[config.mk]
export PLATFORM = sky130hd
export DESIGN_NAME = apb_reg_bridge
export DESIGN_NICKNAME = d
export VERILOG_FILES = /design/src/rtl/apb_bridge_pkg.sv /design/src/rtl/apb_addr_decode.sv /design/src/rtl/apb_reg_bridge.sv
export SDC_FILE = /design/constraint.sdc
export NUM_CORES = 1
export LEC_CHECK = 0
export ABC_AREA = 1
export CAP_MARGIN = 20
export CORE_MARGIN = 2
export CORE_UTILIZATION = 38
export DETAILED_ROUTE_END_ITERATION = 7
export PLACE_DENSITY = 0.85
export SYNTH_ARGS = -nofsm -noshare
export SYNTH_HDL_FRONTEND = slang
export SYNTH_HIERARCHICAL = 1
export SYNTH_SLANG_ARGS = --single-unit
export TNS_END_PERCENT = 100
[constraint.sdc]
create_clock -name i_clk -period 1.5 [get_ports i_clk]
set_input_delay 0.45 -clock i_clk [delete_from_list [all_inputs] [get_ports i_clk]]
set_output_delay 0.45 -clock i_clk [all_outputs]
set_load 0.01 [all_outputs]
[src/rtl/apb_bridge_pkg.sv]
// Shared types and default constants for the APB register bridge family.
package apb_bridge_pkg;

    typedef enum logic [1:0] {
        IDLE = 2'd0,
        REQ  = 2'd1,
        RESP = 2'd2
    } state_e;

    typedef enum logic {
        RESP_OK  = 1'b0,
        RESP_ERR = 1'b1
    } resp_e;

    localparam logic [31:0] DEF_BASE_ADDR = 32'h4000_2000;
    localparam logic [11:0] DEF_REG_SPAN  = 12'h018;
    localparam int unsigned TMO_CNT_W     = 8;

endpackage

[src/rtl/apb_addr_decode.sv]
// Combinational APB window decode: hit = legal register access,
// err = inside the window but beyond the register span or misaligned.
module apb_addr_decode #(
    parameter int unsigned           ADDR_W    = 32,
    parameter int unsigned           WIN_BITS  = 12,
    parameter logic [ADDR_W-1:0]     BASE_ADDR = ADDR_W'(32'h4000_2000),
    parameter logic [WIN_BITS-1:0]   REG_SPAN  = WIN_BITS'(12'h018)
) (
    input  logic [ADDR_W-1:0] addr,
    output logic              hit,
    output logic              err
);

    logic in_win;
    logic in_span;
    logic aligned;

    // window, span and word-alignment tests
    always_comb begin
        in_win  = (addr[ADDR_W-1:WIN_BITS] == BASE_ADDR[ADDR_W-1:WIN_BITS]);
        in_span = (addr[WIN_BITS-1:0] < REG_SPAN);
        aligned = (addr[1:0] == 2'b00);
        hit     = in_win & in_span & aligned;
        err     = in_win & ~(in_span & aligned);
    end

endmodule

[src/rtl/apb_reg_bridge.sv]
// APB3 slave to register-file bridge with req/ack handshake and wait states.
// Optional REQ timeout enabled by defining APB_BRIDGE_TIMEOUT_EN.
module apb_reg_bridge
    import apb_bridge_pkg::*;
#(
    parameter int unsigned           ADDR_W    = 32,
    parameter int unsigned           DATA_W    = 32,
    parameter int unsigned           WIN_BITS  = 12,
    parameter logic [ADDR_W-1:0]     BASE_ADDR = ADDR_W'(DEF_BASE_ADDR),
    parameter logic [WIN_BITS-1:0]   REG_SPAN  = WIN_BITS'(DEF_REG_SPAN),
    parameter int unsigned           TIMEOUT   = 16
) (
    input  logic                  i_clk,
    input  logic                  i_rst,
    input  logic                  i_psel,
    input  logic                  i_penable,
    input  logic                  i_pwrite,
    input  logic [ADDR_W-1:0]     i_paddr,
    input  logic [DATA_W-1:0]     i_pwdata,
    input  logic [DATA_W/8-1:0]   i_pstrb,
    output logic [DATA_W-1:0]     o_prdata,
    output logic                  o_pready,
    output logic                  o_pslverr,
    output logic                  o_req,
    output logic                  o_we,
    output logic [WIN_BITS-1:0]   o_addr,
    output logic [DATA_W-1:0]     o_wdata,
    output logic [DATA_W/8-1:0]   o_wstrb,
    input  logic                  i_ack,
    input  logic [DATA_W-1:0]     i_rdata,
    input  logic                  i_error
);

    localparam int unsigned STRB_W = DATA_W / 8;

    // reject illegal configurations at elaboration
    if ((DATA_W % 8 != 0) || (TIMEOUT < 2) || (TIMEOUT > 255)) begin : g_bad_param
        $error("apb_reg_bridge: DATA_W must be a multiple of 8 and TIMEOUT in 2..255");
    end

    state_e              state;
    state_e              state_nxt;
    resp_e               resp;
    logic                req_nxt;
    logic                pready_nxt;
    logic                pslverr_nxt;
    logic [DATA_W-1:0]   prdata_nxt;
    logic                latch;
    logic                dec_hit;
    logic                dec_err;

`ifdef APB_BRIDGE_TIMEOUT_EN
    localparam logic [TMO_CNT_W-1:0] TMO_LAST = TMO_CNT_W'(TIMEOUT - 1);
    logic [TMO_CNT_W-1:0] cnt;
    logic [TMO_CNT_W-1:0] cnt_nxt;
`endif

    apb_addr_decode #(
        .ADDR_W    (ADDR_W),
        .WIN_BITS  (WIN_BITS),
        .BASE_ADDR (BASE_ADDR),
        .REG_SPAN  (REG_SPAN)
    ) u_dec (
        .addr (i_paddr),
        .hit  (dec_hit),
        .err  (dec_err)
    );

    // next state and next values of the registered handshake outputs
    always_comb begin
        state_nxt  = state;
        req_nxt    = 1'b0;
        pready_nxt = 1'b0;
        resp       = RESP_OK;
        prdata_nxt = '0;
        latch      = 1'b0;
`ifdef APB_BRIDGE_TIMEOUT_EN
        cnt_nxt    = cnt;
`endif
        case (state)
            IDLE: begin
                if (i_psel && !i_penable) begin
                    latch = 1'b1;
                    if (dec_hit) begin
                        state_nxt = REQ;
                        req_nxt   = 1'b1;
`ifdef APB_BRIDGE_TIMEOUT_EN
                        cnt_nxt   = '0;
`endif
                    end else begin
                        state_nxt  = RESP;
                        pready_nxt = 1'b1;
                        resp       = dec_err ? RESP_ERR : RESP_OK;
                    end
                end
            end
            REQ: begin
                if (!i_psel) begin
                    // master abandoned the transfer: drop the request silently
                    state_nxt = IDLE;
                end else if (i_ack) begin
                    state_nxt  = RESP;
                    pready_nxt = 1'b1;
                    resp       = i_error ? RESP_ERR : RESP_OK;
                    if (!o_we && !i_error) begin
                        prdata_nxt = i_rdata;
                    end
`ifdef APB_BRIDGE_TIMEOUT_EN
                end else if (cnt == TMO_LAST) begin
                    state_nxt  = RESP;
                    pready_nxt = 1'b1;
                    resp       = RESP_ERR;
                end else begin
                    req_nxt = 1'b1;
                    cnt_nxt = cnt + TMO_CNT_W'(1);
                end
`else
                end else begin
                    req_nxt = 1'b1;
                end
`endif
            end
            RESP: begin
                state_nxt = IDLE;
            end
            default: begin
                state_nxt = IDLE;
            end
        endcase
        pslverr_nxt = (resp == RESP_ERR);
    end

    // state register and registered APB / request outputs
    always_ff @(posedge i_clk) begin
        if (i_rst) begin
            state     <= IDLE;
            o_req     <= 1'b0;
            o_pready  <= 1'b0;
            o_pslverr <= 1'b0;
            o_prdata  <= '0;
        end else begin
            state     <= state_nxt;
            o_req     <= req_nxt;
            o_pready  <= pready_nxt;
            o_pslverr <= pslverr_nxt;
            o_prdata  <= prdata_nxt;
        end
    end

    // access fields captured at the setup phase and held through REQ
    always_ff @(posedge i_clk) begin
        if (i_rst) begin
            o_we    <= 1'b0;
            o_addr  <= '0;
            o_wdata <= '0;
            o_wstrb <= '0;
        end else if (latch) begin
            o_we    <= i_pwrite;
            o_addr  <= i_paddr[WIN_BITS-1:0];
            o_wdata <= i_pwdata;
            o_wstrb <= i_pwrite ? i_pstrb : STRB_W'(0);
        end
    end

`ifdef APB_BRIDGE_TIMEOUT_EN
    // cycles spent waiting for i_ack in REQ
    always_ff @(posedge i_clk) begin
        if (i_rst) begin
            cnt <= '0;
        end else begin
            cnt <= cnt_nxt;
        end
    end
`endif

endmodule

* Word level (Yosys, flattened, before mapping)
Cells that the tools add are included.
Word-level totals: register bits after elaboration 86, input bits 107, output and inout bits 84, logic and storage cells 57
Operators by class: $lt $le $gt $ge 1, equality and inequality tests 4, multiplexer cells 25, bitwise operators 9, reductions and logical operators 9
Operator list (count):
- equality test 20 x 19 -> 1 bit (second input constant) | 1
- 2-to-1 mux 1 bit | 16
- < comparator 12 x 5 -> 1 bit (second input constant) | 1
- 2-to-1 mux 2 bit | 4
- case mux 1 bit (2 select lines) | 3
- NOT 1 bit | 5
- OR reduction 5 bit | 1
- bitwise AND 1 bit | 4
- zero test 2 bit | 2
- 2-to-1 mux 4 bit | 1
- case mux 2 bit (2 select lines) | 1
- zero test 1 bit | 3
- inequality test 3 bit (second input constant) | 1
- equality test 2 x 1 -> 1 bit (second input constant) | 1
- logical AND 1 bit | 2
- inequality test 2 bit (second input constant) | 1
- AND reduction 2 bit | 1

* Logic depth before layout (Yosys ltp)
word-level depth 8, mapped depth 10, depth with buffers taken out 10

* Hierarchy
Netlist, hierarchy kept.
Modules (own cells, without submodules):
- apb_reg_bridge | times used 1, cells an instance 404, area each 3185.6 µm²
- apb_addr_decode | times used 1, cells an instance 31, area each 135.1 µm²

* Least setup slack after synthesis
OpenSTA, ideal clock, no wires.
kind input port to flip-flop, start in i_paddr[29], end reg o_pready, arrival time 1.140 ns, path slack 0.248 ns, stages on the path 10, path through nor2_1 -> nand2_1 -> nor2_1 -> nand3_1 -> nor2_1 -> inv_1 -> nand2_1 -> nand2_1 -> inv_1 -> nor2_1
Between the ends: word-level cells in the longest chain between the ends 6
RTL lines:
- start: declaration | RTL line apb_reg_bridge.sv:18 | input logic [ADDR_W-1:0] i_paddr,
- equality test 20 x 19 -> 1 bit | RTL line apb_addr_decode.sv:20 | in_win = (addr[ADDR_W-1:WIN_BITS] == BASE_ADDR[ADDR_W-1:WIN_BITS]);
- bitwise AND 1 bit (2 in a row) | RTL line apb_addr_decode.sv:23 | hit = in_win & in_span & aligned;
- net dec_hit | RTL line apb_reg_bridge.sv:49 | logic dec_hit;
- 2-to-1 mux 1 bit | RTL line apb_reg_bridge.sv:84 | if (dec_hit) begin
- 2-to-1 mux 1 bit | RTL line apb_reg_bridge.sv:82 | if (i_psel && !i_penable) begin
- case mux 1 bit (2 select lines) | RTL line apb_reg_bridge.sv:80 | case (state)
- end signal: assignment | RTL line apb_reg_bridge.sv:144 | o_pready <= pready_nxt;
- end: declaration | RTL line apb_reg_bridge.sv:22 | output logic o_pready,
The timed path passes the listed nets, and every way through them passes these cells. A chain may end at the register's enable or synchronous reset.

* Final worst setup path
start in i_paddr[25], end reg o_pslverr
Between the ends: word-level cells in the longest chain between the ends 6, elaborated cells on any way between the ends 8, those cells by class eq/ne (1); mux (4); bitwise (3)
RTL lines:
- equality test 20 x 19 -> 1 bit | RTL line apb_addr_decode.sv:20
- bitwise AND 1 bit | RTL line apb_addr_decode.sv:24 | err = in_win & ~(in_span & aligned);
- net dec_err | RTL line apb_reg_bridge.sv:50 | logic dec_err;
- 2-to-1 mux 1 bit | RTL line apb_reg_bridge.sv:93 | resp = dec_err ? RESP_ERR : RESP_OK;
- 2-to-1 mux 1 bit | RTL line apb_reg_bridge.sv:84
- 2-to-1 mux 1 bit | RTL line apb_reg_bridge.sv:82
- case mux 1 bit (2 select lines) | RTL line apb_reg_bridge.sv:80
- end signal: assignment | RTL line apb_reg_bridge.sv:145 | o_pslverr <= pslverr_nxt;
- end: declaration | RTL line apb_reg_bridge.sv:23 | output logic o_pslverr,
The timed path passes the listed nets, and every way through them passes these cells.

==> flow_summary.toml <==
[final_layout]
n_antenna_cell = 0
layout.nets = 736
drive_gt1_frac = 0.07267
area_growth_pct = 68.84
design_area_mm2 = 0.005607
fillers = 790
final_cells = 741

[sta]
period_needed_ps = 1436
hold-worst-slack_ps = 457.7
report.final.slew_viol_count = 0
relSlewSlack = 0.8203
worst_pin_slew_ps = 268.9
finalSetupViolations = 0
post-route-period-util = 0.9571
skew_ps = 8.067
setup-tns-final_ps = 0
max_freq_mhz = 696.6
hold_violations = 0

[status]
status = "complete, no violations"

[place]
io_buffers = 190
dp_hpwl_um = 7298
gp_congestion = 0.8234
dp_cells = 726
dpl_cell_area_mm2 = 0.005428

[synth]
synth_area_mm2 = 0.003321
synth-main-ff-cell = "dfxtp_1"
synthDistinctLibCells = 20
synth-seq-cells = 86
ys_seq_area_frac = 0.5185
synth_fp_nets = 542
synth_edf_count = 0
synth_top_area_cell = "dfxtp_1"
synth.avg_cell_area_um2 = 7.634
synthTopCellsByArea = "dfxtp_1, nor2_1, nand3b_1"
syn-instance-count = 435
yosys_warnings = 6
async_flop_share = 0
netlist.area_leader.share = 0.5185
synth_common_cells = "nor2_1, dfxtp_1, nand2_1"
synth.most_common_cell = "nor2_1"

[worst_setup_path]
critPathMaxStageDelay_ps = 390
critPathMaxFanout = 2
cp_slowest_cell = "clkdlybuf4s50_1"
r2r_start = "state[1]"
path_buf_inv = 2
cp-start-kind = "input pin"
critical_path_class = "input pin to flip-flop"
cp_common_cell = "nor2_1"
worstPathCellList = "clkdlybuf4s50_1, nor2_1, nand2_1, nor2_1, nand3_2, nor2_1, inv_1, nor2_2, nand3_2, a21oi_2"
crit_path_start = "i_paddr[25]"
critical_path.top_delay_family = "simple AND/OR/NAND/NOR gates"
critPathCaptureType = "flip-flop"
cp.arrival_ps = 1720
worstPathRequired_ps = 1780

[drt]
routedWlPerCell_um = 13.04
drc = 0
antenna_left = 0
wl_met1_um = 3873
top_layer = "met4"
drt_iter0_markers = 54
wl_met3_um = 591
routed_wl_um = 9660
wl_met2_um = 4995
viasPerCell = 4.545
drt_pass1_iterations = 4
routed-via-count = 3368

[global_route]
globalRouteOverflowTotal = 0
track_usage = 0.1989
grt_max_degree = 33
grt_antenna_before_repair = 0
grt_first_pass_wirelength_um = 15400
grt_pass1_vias = 3335

[clocking]
cts_tree = "built"
numCtsBuffers = 9
clk_pin_slew_worst_paths_ps = 80
clockBufferDepth = 2
htreeDepth = 3
numClockSinks = 86
insertion_delay_ps = 340
cts-hold-fix-buffers = 0
root_buffer = "clkbuf_8"

[floorplan]
core-area_mm2 = 0.008593
die_width_um = 97.48
pin_count = 191
dieArea_mm2 = 0.009502
rows = 34
die_h_um = 97.48
start_util = 0.3864

[pwr]
powerDensity_mw_per_mm2 = 901.3
vdd_drop_max_mv = 0.6095
p_leak_nw = 2.908

[run]
cap_viol_max_count = 0

[hold_path]
min_from = "i_paddr[6]"
hold_class = "input pin to flip-flop"
final timing paths:
| path | endpoint | slack, ps | depth (start not counted) |
|---|---|---|---|
| worst max-delay path | o_pslverr | 60 | 10 |
| worst min-delay path | o_addr[6] | 460 | 4 |
| worst max register to register | o_wdata[7] | 240 | 5 |
| worst min register to register | o_wstrb[2] | 470 | 2 |
cells in the final DEF (no fill, tap or decap), types with 11 or more instances in the layout:
cell | synthesis | layout
clkbuf_8 | 0 | 11
clkdlybuf4s50_1 | 0 | 91
dfxtp_1 | 86 | 86
dlygate4sd2_1 | 0 | 83
dlymetal6s2s_1 | 0 | 15
inv_1 | 41 | 40
nand2_1 | 70 | 69
nand3b_1 | 44 | 44
nor2_1 | 142 | 139
state kept, by name, summed over array words and instances, names as in the netlist:
signal,count
o_prdata,32
o_wdata,32
o_addr,12
o_wstrb,4
state,2
o_pready,1
o_pslverr,1
o_req,1
o_we,1
cells by family (layout without fill, tap and decap cells):
group,after synthesis,after routing,synth area share
AOI/OAI and AO/OA,9,9,0.01356
buffers and inverters,66,264,0.08968
DFF,86,86,0.5185
and+or+nand+nor,274,274,0.3783
through the flow:
step | power, mW | util | worst slack [ps]
5_1_grt | 5.295 | 0.6524 | -15.78
6_report | 5.053 | 0.6524 | 64.39
2_1_floorplan | 2.817 | - | 247.6
4_1_cts | 5.114 | 0.6452 | 5.781
3_3_place_gp | 3.356 | 0.6316 | -332.0
3_5_place_dp | 3.382 | 0.6316 | -369.3
report_power, final:
| part | leakage [nW] | internal [mW] | switching [mW] |
|---|---|---|---|
| registers | 0.701 | 2.37 | 0.0453 |
| clock network | 0.115 | 1.02 | 0.781 |
| logic | 2.09 | 0.481 | 0.359 |
| total | 2.91 | 3.87 | 1.18 |
routing by layer:
metal / vias up / global-route usage
li1: 1705 / -
met1: 1511 / 0.2164
met2: 134 / 0.3639
met3: 18 / 0.05540
met4: 0 / 0.07692
met5: - / 0
worst reg2reg max path, stage by stage (launching register included):
cell and delay, ps:
dfxtp_1 360, nor2_4 240, buf_4 300, nand3b_1 120
nand2_1 90, nor2_1 40
layout make-up:
class | instances | area [um2] | share of cell area
Sequential cell | 86 | 1722 | 0.3071
Clock buffer | 11 | 151.4 | 0.02700
Tap cell | 108 | 135.1 | 0.02410
Inverter | 44 | 167.7 | 0.02990
Timing Repair Buffer | 205 | 2036 | 0.3631
Multi-Input combinational cell | 283 | 1325 | 0.2363
Clock inverter | 4 | 70.07 | 0.01250
what timing repair did:
| item | in CTS | in global routing |
|---|---|---|
| pin swaps | 0 | 23 |
| setup endpoints to repair | 84 | 6 |
| buffers inserted | 0 | 0 |
| endpoints found under the hold margin | 0 | 0 |
| gates resized for setup | 84 | 24 |
(Power assumes the default switching activity.)
==> RTL edit 1 (config.mk and constraints unchanged) <==
The option `APB_BRIDGE_TIMEOUT_EN` is turned on by a define.
--- a/src/rtl/apb_reg_bridge.sv
+++ b/src/rtl/apb_reg_bridge.sv
@@ -1,5 +1,7 @@
 // APB3 slave to register-file bridge with req/ack handshake and wait states.
 // Optional REQ timeout enabled by defining APB_BRIDGE_TIMEOUT_EN.
+`define APB_BRIDGE_TIMEOUT_EN
+
 module apb_reg_bridge
     import apb_bridge_pkg::*;
 #(
Check against the original RTL: same outputs for any inputs over 10 cycles, from zero or initial values and one cycle with i_rst high; that may be too few to reach the edited logic, so the function may still have changed.
==> RTL edit 1 against the unedited design <==
- the run now ends with negative setup slack left
- global-route usage grew 0.94 points
- combinational power shrank 8.2%
- non-clock buffer count rose by 18
- clock power is 3% higher
- sequential power rose by 8.7%
- area after synthesis up 4.6%
- wire length up 19%
- sequential cell count increased by 8
- total power rose by 3.7%
- design area is 7.5% higher
- sequential share of layout area increased by 0.56 points
- worst setup slack got worse by 0.073 ns
- critical path type unchanged
- critical endpoint is now cnt[0]$_SDFFE_PP0P_
- highest routed layer unchanged
==> RTL edit 1: results (changes against the unedited design) <==
Met3 usage - 4.15% (-1.4 points)
Non-clk buf share - 35.4% (-0.95 points)
Multi-input gate area - 1460 um^2 (+10%)
Total Wirelength - 11500 um (+19%)
Commonest cells in the netlist - nor2_1 (150), dfxtp_1 (94), inv_1 (44), o21ai_0 (44), nand2_1 (36)
Worst hold-check slack - 0.403 ns (-0.0547 ns)
Crit Reg-Reg Endpoint - cnt[6]$_SDFFE_PP0P_
Layout Nets - 774 (+5.2%)
CP max-delay cell - dlygate4sd2_1
VDD IR max - 0.557 mV (-8.6%)
All-layer global routing usage - 20.8% (+0.94 points)
CP Data Arrival Time - 1.74 ns (+0.02 ns)
End of the critical path - cnt[0]$_SDFFE_PP0P_
Power, Total - 5.24 mW (+3.7%)
Switching share of power - 23.0% (-0.47 points)
Synth Register Bits - 94 (+9.3%)
Worst-path fanout max - 7 (+5)
Via density - 4.92 (+8.3%)
Clock network power - 1.85 mW (+3%)
Seq group - 2.63 mW (+8.7%)
First-pass GRT wire length - 16600 um (+8.1%)
Synth unique cells - 31 (+55%)
Setup ws final - -0.00878 ns (-0.0732 ns)
Met1 usage in global routing - 23.0% (+1.3 points)
Post-DP Area - 5590 um^2 (+3.0%)
Post-CTS Resized - 128 (+52%)
Violated checks - negative setup slack
Routability Congestion - 0.796 (-3.4%)
Post-Synthesis Cells - 449 (+3.2%)
Sequential cell area share - 31.3% (+0.56 points)
Clk tree area frac - 3.70% (-0.25 points)
Post-Place Cells - 750 (+3.3%)
Static Leak - 2.99 nW (+2.8%)
Layout cells sized above 1 - 14.9% (+7.7 points)
Top cells by area, synth - dfxtp_1 (54%), nor2_1 (16%), o21ai_0 (6.3%)
Vias in the first global route - 3660 (+9.7%)
Metal-1 WL - 4180 um (+8.0%)
Bufs w/o clock - 223 (+8.8%)
DP HPWL - 8060 um (+10%)
Final setup viols - 2 (+2)
# clk buffers - 12 (+1)
Outcome - complete, but fails checks
Reg-to-reg startpoint - cnt[1]$_SDFFE_PP0P_
[RTL edit 1: cell count changes in the layout (fill, tap and decap cells not counted), moves of 9 or more]
cell	unedited run	this run
nand3b_1	44	0
o21ai_0	1	44
nand2_1	69	32
dlygate4sd2_1	83	106
clkdlybuf4s50_1	91	74
nor2_2	4	17
buf_4	8	19
dlymetal6s2s_1	15	5
buf_6	0	9
[RTL edit 1: cells by family (layout without fill, tap and decap cells)]
group,Yosys count,after routing,share of synthesized area [%]
xor gates and xnor gates,2,2,0.505
AOI/OAI and AO/OA,62,62,9.19
buffers and inverters,68,287,8.36
and+or+nand+nor,222,224,27.4
adders and majority gates,1,1,0.360
DFF,94,94,54.2
[RTL edit 1: through the flow]
step / util, % / setup slack [ns] / TNS, ns
after floorplan: - / 0.0789 / 0
after global placement: 63.5 / -0.500 / -29.34
after detailed placement: 63.5 / -0.534 / -30.69
after CTS: 65.6 / 0.00930 / 0
after global routing: 68.4 / -0.0848 / -0.232
final: 68.4 / -0.00878 / -0.0139
==> RTL edit 2 (same flow settings) <==
Without the edit above. Take the reset off `o_prdata` and load it in a clocked block of its own.
--- a/src/rtl/apb_reg_bridge.sv
+++ b/src/rtl/apb_reg_bridge.sv
@@ -137,14 +137,16 @@
             o_req     <= 1'b0;
             o_pready  <= 1'b0;
             o_pslverr <= 1'b0;
-            o_prdata  <= '0;
         end else begin
             state     <= state_nxt;
             o_req     <= req_nxt;
             o_pready  <= pready_nxt;
             o_pslverr <= pslverr_nxt;
-            o_prdata  <= prdata_nxt;
         end
+    end
+
+    always_ff @(posedge i_clk) begin
+        o_prdata <= prdata_nxt;
     end
 
     // access fields captured at the setup phase and held through REQ
Formal check against the unedited RTL: differs if i_rst is asserted again (counterexample within 4 cycles, from zero or initial values and one cycle with i_rst high); with i_rst held inactive, the same outputs for 10 cycles.
==> RTL edit 2 against the unedited design <==
- design area down 0.62%
- count of clock-buffer cells in the layout down 1
- total power down 1.8%
- maximum frequency down 1.8%
- worst setup slack worse by 0.027 ns
- wire length down 4.1%
- area after synthesis down 1.5%
- sequential cell count unchanged
- critical path type unchanged
==> RTL edit 2: results (changes against the unedited design) <==
Outcome - finished, final reports clean
CP Data Arrival Time - 1.70 ns (-0.02 ns)
Clock skew - 0.0117 ns (+0.00368 ns)
Largest net degree at the start of global routing - 52 (+58%)
Fill cells - 715 (-9.5%)
Synth unique cells - 19 (-5.0%)
Slew @ Worst Pin - 0.230 ns (-0.0388 ns)
Layout Nets - 732 (-0.54%)
Static Leak - 2.94 nW (+1.2%)
Synth Area per Inst - 7.55 um^2 (-1.1%)
Routability Congestion - 0.779 (-5.4%)
Flop-to-flop setup slack - 0.32 ns (+0.08 ns)
Reg-to-reg startpoint - state[0]$_SDFFE_PP0P_
Commonest cells in the netlist - nor2_1 (142), dfxtp_1 (86), nand2_1 (68)
DR iter-0 viols - 73 (+35%)
First-pass GRT wire length - 14900 um (-3.0%)
VDD IR max - 0.784 mV (+29%)
Crit Reg-Reg Endpoint - o_prdata[10]$_SDFF_PN0_
Post-synth net total - 540 (-0.37%)
CP top delay family - buffers and inverters
Seq/Total Area, Yosys - 52.6% (+0.79 points)
Crit-path max cell delay - 0.42 ns (+0.03 ns)
Vias - 3322 (-1.4%)
Post-Place Cells - 719 (-0.96%)
DP HPWL - 6950 um (-4.7%)
All-layer global routing usage - 19.6% (-0.27 points)
WL per Instance - 12.6 um (-3.2%)
[RTL edit 2: cell count changes after synthesis, moves of 2 or more]
| cell | delta |
|---|---|
| buf_1 | +5 |
| nor3_1 | -2 |
| buf_6 | -4 |
| buf_4 | +4 |
| buf_2 | -11 |
| clkbuf_1 | +6 |
| nand2_1 | -2 |
[RTL edit 2: tightest hold or removal path: cells and delay by family]
kind          cells  cell delay, ns
buf+inv           1            0.11
simple gates      3            0.22
[RTL edit 2: cell families (layout without fill, tap and decap cells)]
kind of cell	count (synthesis)	count (layout)	synth area share, %
simple gates	272	272	37.8
compound gates	9	9	1.38
flops	86	86	52.6
buf+inv	66	262	8.15
[RTL edit 2: worst min-delay path by stage]
stage / start / slack (ns) / to
after detailed placement: o_wstrb[0]$_SDFFE_PP0P_ / 0.46 / o_wstrb[0]$_SDFFE_PP0P_
after CTS: o_wstrb[0]$_SDFFE_PP0P_ / 0.47 / o_wstrb[0]$_SDFFE_PP0P_
final: i_paddr[9] / 0.46 / o_addr[9]$_SDFFE_PP0P_
after floorplan: o_wstrb[0]$_SDFFE_PP0P_ / 0.48 / o_wstrb[0]$_SDFFE_PP0P_
after global routing: i_paddr[6] / 0.48 / o_addr[6]$_SDFFE_PP0P_
after global placement: o_wstrb[0]$_SDFFE_PP0P_ / 0.45 / o_wstrb[0]$_SDFFE_PP0P_
[RTL edit 2: timing repair]
action	in CTS	in global routing
gates resized for setup	84	30
pin swaps	0	25
cloned	0	0
setup endpoints to repair	84	5
[RTL edit 2: per-stage QoR]
stage | power, mW | instance area [um^2] | worst slack [ns]
global route | 5.21 | 5570 | -0.00687
floorplan | 2.80 | 3270 | 0.248
detailed placement | 3.36 | 5390 | -0.346
global placement | 3.34 | 5390 | -0.286
CTS | 5.03 | 5500 | 0.00956
finish | 4.96 | 5570 | 0.0376
[RTL edit 2: final cells by class]
| class | instances | area share, % |
|---|---|---|
| repair buffers | 203 | 36.6 |
| well taps | 105 | 2.36 |
| flip-flops and latches | 86 | 30.9 |
| clock buffers | 10 | 2.29 |
| multi-input cells | 281 | 23.4 |
| clock inverters | 5 | 1.53 |
| inverters | 44 | 2.96 |
[RTL edit 2: routing by layer]
| layer | global-route usage [%] | up-vias | wire, um |
|---|---|---|---|
| li1 | - | 1693 | - |
| met1 | 20.7 | 1473 | 3540 |
| met2 | 36.2 | 135 | 4870 |
| met3 | 5.35 | 21 | 584 |
| met4 | 8.67 | 0 | 271 |
| met5 | 0 | - | 0 |
[RTL edit 2: power breakdown]
part / total, mW / leakage [nW] / internal [mW] / switching, mW
combinational: 0.820 / 2.14 / 0.474 / 0.347
sequential: 2.42 / 0.701 / 2.37 / 0.0421
clock: 1.73 / 0.103 / 0.935 / 0.791
total: 4.96 / 2.94 / 3.78 / 1.18
